--- config.mk ---
export PLATFORM = sky130hd
export DESIGN_NAME = prga_param
export DESIGN_NICKNAME = d
export VERILOG_FILES = /design/src/rtl/prga_param.sv
export SDC_FILE = /design/constraint.sdc
export NUM_CORES = 1
export LEC_CHECK = 0
export BUFFER_PORTS_ARGS = -buffer_cell sky130_fd_sc_hd__buf_2
export CAP_MARGIN = 20
export CORE_ASPECT_RATIO = 0.7
export CORE_UTILIZATION = 48
export CTS_BUF_LIST = sky130_fd_sc_hd__clkbuf_4
export DETAILED_ROUTE_END_ITERATION = 7
export PLACE_DENSITY = 0.72
export REMOVE_ABC_BUFFERS = 1
export SLEW_MARGIN = 5
export SYNTH_ARGS = -nofsm -noshare
export SYNTH_HDL_FRONTEND = slang
export SYNTH_SLANG_ARGS = --single-unit
--- constraint.sdc ---
create_clock -name clk -period 5.7 [get_ports clk]
set_input_delay 0.285 -clock clk [delete_from_list [all_inputs] [get_ports clk]]
set_output_delay 0.285 -clock clk [all_outputs]
set_load 0.01 [all_outputs]
--- src/rtl/prga_param.sv ---
// RC4 PRGA engine: decrypts a length-prefixed CT buffer into PT using the S permutation,
// with an optional validate mode that aborts on the first non-printable plaintext byte.
module prga_param #(
  parameter int         MSG_AW   = 8,
  parameter bit         CHECK_EN = 1'b1,
  parameter logic [7:0] MIN_CHAR = 8'h20,
  parameter logic [7:0] MAX_CHAR = 8'h7E
) (
  input  logic              clk,
  input  logic              rst_n,
  input  logic              en,
  output logic              rdy,
  input  logic              mode,
  output logic              done,
  output logic              valid,
  output logic              err,
  output logic [7:0]        s_addr,
  input  logic [7:0]        s_rddata,
  output logic [7:0]        s_wrdata,
  output logic              s_wren,
  output logic [MSG_AW-1:0] ct_addr,
  input  logic [7:0]        ct_rddata,
  output logic [MSG_AW-1:0] pt_addr,
  output logic [7:0]        pt_wrdata,
  output logic              pt_wren
);

  localparam int         CAP  = (MSG_AW >= 8) ? 255 : ((1 << MSG_AW) - 1);
  localparam logic [7:0] CAP8 = 8'(CAP);
  localparam int         KW   = (MSG_AW > 8) ? MSG_AW : 8;

  typedef enum logic [3:0] {
    IDLE, LEN_REQ, LEN_GET, SI_REQ, SI_GET, SJ_REQ, SJ_GET,
    SW_J, SW_I, PAD_REQ, PAD_GET, DONE
  } state_t;

  state_t          state, state_n;
  logic [7:0]      i, j, len, s_i, s_j;
  logic [KW-1:0]   k;
  logic            mode_q;
  logic [7:0]      pad;
  logic            too_long, bad, last;

  assign pad      = s_rddata ^ ct_rddata;
  assign too_long = ct_rddata > CAP8;
  assign bad      = mode_q && ((pad < MIN_CHAR) || (pad > MAX_CHAR));
  // k only counts up to len (<= 255), so its low byte is the whole story
  assign last     = (k[7:0] == len);

  always_ff @(posedge clk or negedge rst_n) begin
    if (!rst_n) state <= IDLE;
    else        state <= state_n;
  end

  always_comb begin
    state_n   = state;
    rdy       = 1'b0;
    done      = 1'b0;
    s_addr    = 8'h00;
    s_wrdata  = 8'h00;
    s_wren    = 1'b0;
    ct_addr   = '0;
    pt_addr   = '0;
    pt_wrdata = 8'h00;
    pt_wren   = 1'b0;
    case (state)
      IDLE: begin
        rdy = 1'b1;
        if (en) state_n = LEN_REQ;
      end
      LEN_REQ: state_n = LEN_GET;
      LEN_GET: begin
        if (too_long) state_n = DONE;
        else begin
          pt_wren   = 1'b1;
          pt_wrdata = ct_rddata;
          state_n   = (ct_rddata == 8'h00) ? DONE : SI_REQ;
        end
      end
      SI_REQ: begin s_addr = i; state_n = SI_GET; end
      SI_GET: state_n = SJ_REQ;
      SJ_REQ: begin s_addr = j; state_n = SJ_GET; end
      SJ_GET: state_n = SW_J;
      SW_J: begin
        s_addr = j; s_wrdata = s_i; s_wren = 1'b1; state_n = SW_I;
      end
      // when i==j this second write lands last and restores s_j, leaving S unchanged
      SW_I: begin
        s_addr = i; s_wrdata = s_j; s_wren = 1'b1; state_n = PAD_REQ;
      end
      PAD_REQ: begin
        s_addr  = s_i + s_j;
        ct_addr = k[MSG_AW-1:0];
        state_n = PAD_GET;
      end
      PAD_GET: begin
        pt_addr   = k[MSG_AW-1:0];
        pt_wrdata = pad;
        pt_wren   = 1'b1;
        state_n   = (bad || last) ? DONE : SI_REQ;
      end
      DONE: begin done = 1'b1; state_n = IDLE; end
      default: state_n = IDLE;
    endcase
  end

  always_ff @(posedge clk or negedge rst_n) begin
    if (!rst_n) begin
      i <= '0; j <= '0; k <= '0; len <= '0;
      s_i <= '0; s_j <= '0; mode_q <= 1'b0;
      valid <= 1'b0; err <= 1'b0;
    end else begin
      case (state)
        IDLE: if (en) begin
          mode_q <= CHECK_EN ? mode : 1'b0;
          valid  <= 1'b0;
          err    <= 1'b0;
          i      <= '0;
          j      <= '0;
        end
        LEN_GET: begin
          len <= ct_rddata;
          if (too_long) err <= 1'b1;
          else begin
            k     <= KW'(1);
            valid <= 1'b1;
            if (ct_rddata != 8'h00) i <= i + 8'd1;
          end
        end
        SI_GET: begin s_i <= s_rddata; j <= j + s_rddata; end
        SJ_GET: s_j <= s_rddata;
        PAD_GET: begin
          if (bad) valid <= 1'b0;
          else if (!last) begin
            k <= k + KW'(1);
            i <= i + 8'd1;
          end
        end
        default: ;
      endcase
    end
  end

endmodule

==> summary.md <==
| Metric | Value |
|---|---|
| Die Area | `7790 um^2` |
| Post-CTS Setup Inserts | `0` |
| Root Buffer | `clkbuf_4` |
| DRT iter0 DRCs | `185` |
| Number of diodes | `0` |
| Clock tree buffer depth | `2` |
| Initial antenna violation count | `0` |
| Synthesized flop and latch total | `55` |
| Crit start category | `flip-flop` |
| Mapped Cells | `394` |
| Die Ht | `74.2 um` |
| Final wirelength | `9480 um` |
| Worst reg2reg setup slack | `3280 ps` |
| Critical path arrival | `2610 ps` |
| Minimum clock period after layout | `2900 ps` |
| LEAKAGE | `1.95 nW` |
| Most used flip-flop cell after synthesis | `dfrtp_1` |
| Area leader, netlist | `dfrtp_1` |
| Critical path class | `reg -> out` |
| PostCTS Resize Cnt | `0` |
| Antenna-violating nets left | `0` |
| FP Rows | `25` |
| Worst reg2reg path startpoint | `state[3]` |
| Top Ports | `66` |
| Final Hold Fails | `0` |
| Number of clock sinks | `55` |
| Ys async rst share | `1.00` |
| Mapped Area | `3570 um^2` |
| RSZ-0062 raised after global routing | `false` |
| Rel. slew slack | `0.452` |
| WP buf/inv | `2` |
| Vias | `3,198` |
| DRC Markers | `0` |
| Cell family with most CP delay | `simple AND/OR/NAND/NOR gates` |
| DPL Wire Length | `7160 um` |
| Crit. End Element | `primary output` |
| Final hold slack | `4.02 ps` |
| Ys Warns | `0` |
| Routed length per instance | `17.3 um` |
| CTS H-tree depth | `2` |
| Cell Pwr Density | `474 nW/um^2` |
| GRT Overall Usage | `0.253` |
| Worst Path Required | `5410 ps` |
| First-pass GRT wire length | `15,000 um` |
| Worst-path clk slew | `160 ps` |
| Setup Total Neg Slack | `0 ps` |
| Clock latency on the worst-skew pair | `390 ps` |
| Final GP Congestion | `0.902` |
| Max-Cap Viols | `0` |
| Synth area leaders | `dfrtp_1, xor2_1, ha_1` |
| Core Box Area | `6980 um^2` |
| Grt ovf | `0` |
| IO buf count | `65` |
| HP Class | `in -> async` |
| CP max FO | `23` |
| Final max-slew violation count | `0` |
| Setup violators final | `0` |
| CP max-delay cell | `dfrtp_1` |
| Initial Utilization | `0.512` |
| Part of the cycle the worst path needs | `0.508` |
| Worst reg2reg path depth | `7` |
| Area Growth Syn to Fin | `13.2%` |
| Cell chain of the critical path | `nand2b_1 > nor2_1 > a222oi_1 > inv_1 > buf_2` |
| Top cell type's share of synthesized area | `0.386` |
| Largest net degree at the start of global routing | `56` |
| Vias in the first global route | `2,950` |
| Worst slew pin tran | `818 ps` |
| Achievable clock frequency | `345 MHz` |
| FF-to-FF End | `k[5]` |
| Via density | `5.84` |
| Status | `completed` |
| Die W | `105 um` |
| Detailed Routing Iterations Pass 1 | `5` |
| Sequential share of the synthesized area | `0.386` |
| Layout cell share with drive strength beyond 1 | `0.218` |
| Max rail drop VDD | `177 uV` |
| Syn_area_per_cell | `9.06 um^2` |
| Clock skew | `11.7 ps` |
| Post-synth EDFFs | `0` |
| Crit-path max cell delay | `810 ps` |
| Cts bufs inserted | `5` |
| Hold-fix buffers, CTS | `0` |
| Post-synth cell types | `48` |
| CTS tree | `done` |
| # nets final | `491` |
[layout by cell type (no fill, tap or decap), types with 15 or more instances in the layout]
master / synthesis / layout
o21ai_0: 23 / 23
mux2_2: 15 / 15
nand2_1: 53 / 53
xnor2_1: 15 / 15
and2_1: 20 / 20
buf_2: 2 / 66
ha_1: 16 / 16
xor2_1: 30 / 30
dfrtp_1: 55 / 55
nor2_1: 38 / 38
[layout make-up]
type,count,area (um^2)
clock buffers,5,37.5
clock inverters,3,38.8
fillers,618,2940
inverters,8,30.0
multi-input cells,314,2090
flip-flops and latches,55,1380
well taps,94,118
repair buffers,69,353
[worst max-delay path by stage]
stage	startpoint	to	cells past startpoint	slack [ps]
floorplan	s_i[1]	s_addr[7]	7	3590
global placement	state[3]	s_wrdata[4]	4	3160
detailed placement	state[3]	s_wrdata[6]	4	3050
CTS	state[3]	s_wrdata[6]	4	2590
global route	state[3]	s_addr[2]	5	2560
finish	state[3]	s_addr[2]	5	2800
[routing by layer]
metal / track usage / share of wire / vias to the layer above / wire [um]
li1: - / - / 1490 / -
met1: 0.374 / 0.47 / 1558 / 4480
met2: 0.380 / 0.43 / 135 / 4100
met3: 0.0526 / 0.082 / 15 / 775
met4: 0.0704 / 0.013 / 0 / 121
met5: 0 / 0 / - / 0
[per-stage QoR]
stage	instance area, um^2	worst slack (ps)	std cells	util	total power [mW]
final	4040	2800	548	0.579	1.92
after global routing	4040	2560	548	0.579	2.06
after CTS	4040	2590	547	0.578	1.90
after detailed placement	3960	3050	539	0.568	1.69
after global placement	3960	3160	539	0.568	1.64
after floorplan	3490	3590	377	-	1.38
[sequential cells by signal (all words and copies together) (netlist names)]
name and flops:
len 8, s_j 8, s_i 8, i 8
mode_q 1, valid 1, err 1, k 8
j 8, state 4
[synth_stat cells (3+ instances only)]
| master | n |
|---|---|
| a21oi_1 | 10 |
| and3_1 | 4 |
| a22oi_1 | 6 |
| a21o_1 | 5 |
| ha_1 | 16 |
| nand3_1 | 11 |
| mux2_2 | 15 |
| xnor2_1 | 15 |
| nor3_1 | 5 |
| clkbuf_1 | 10 |
| or3_1 | 5 |
| nand2b_1 | 7 |
| nor2_1 | 38 |
| inv_1 | 8 |
| dfrtp_1 | 55 |
| and2_1 | 20 |
| o21ai_0 | 23 |
| xor2_1 | 30 |
| nand4_1 | 9 |
| nand2_1 | 53 |
| a22o_1 | 8 |
| nor4_1 | 4 |
| o41ai_1 | 3 |
[kinds of logic after synthesis]
logic type,count (synthesis),synth area share
buf+inv,25,0.0298
compound gates,71,0.134
xor+xnor,45,0.110
flops,55,0.386
fa+ha+maj,18,0.0673
simple gates,165,0.225
mux,15,0.0473
[power by group]
group / total [mW] / internal [mW] / switching, mW / leakage, nW
registers: 0.711 / 0.531 / 0.180 / 0.698
clock network: 0.220 / 0.0905 / 0.129 / 0.0426
logic: 0.985 / 0.430 / 0.555 / 1.21
(Power assumes the default switching activity.)
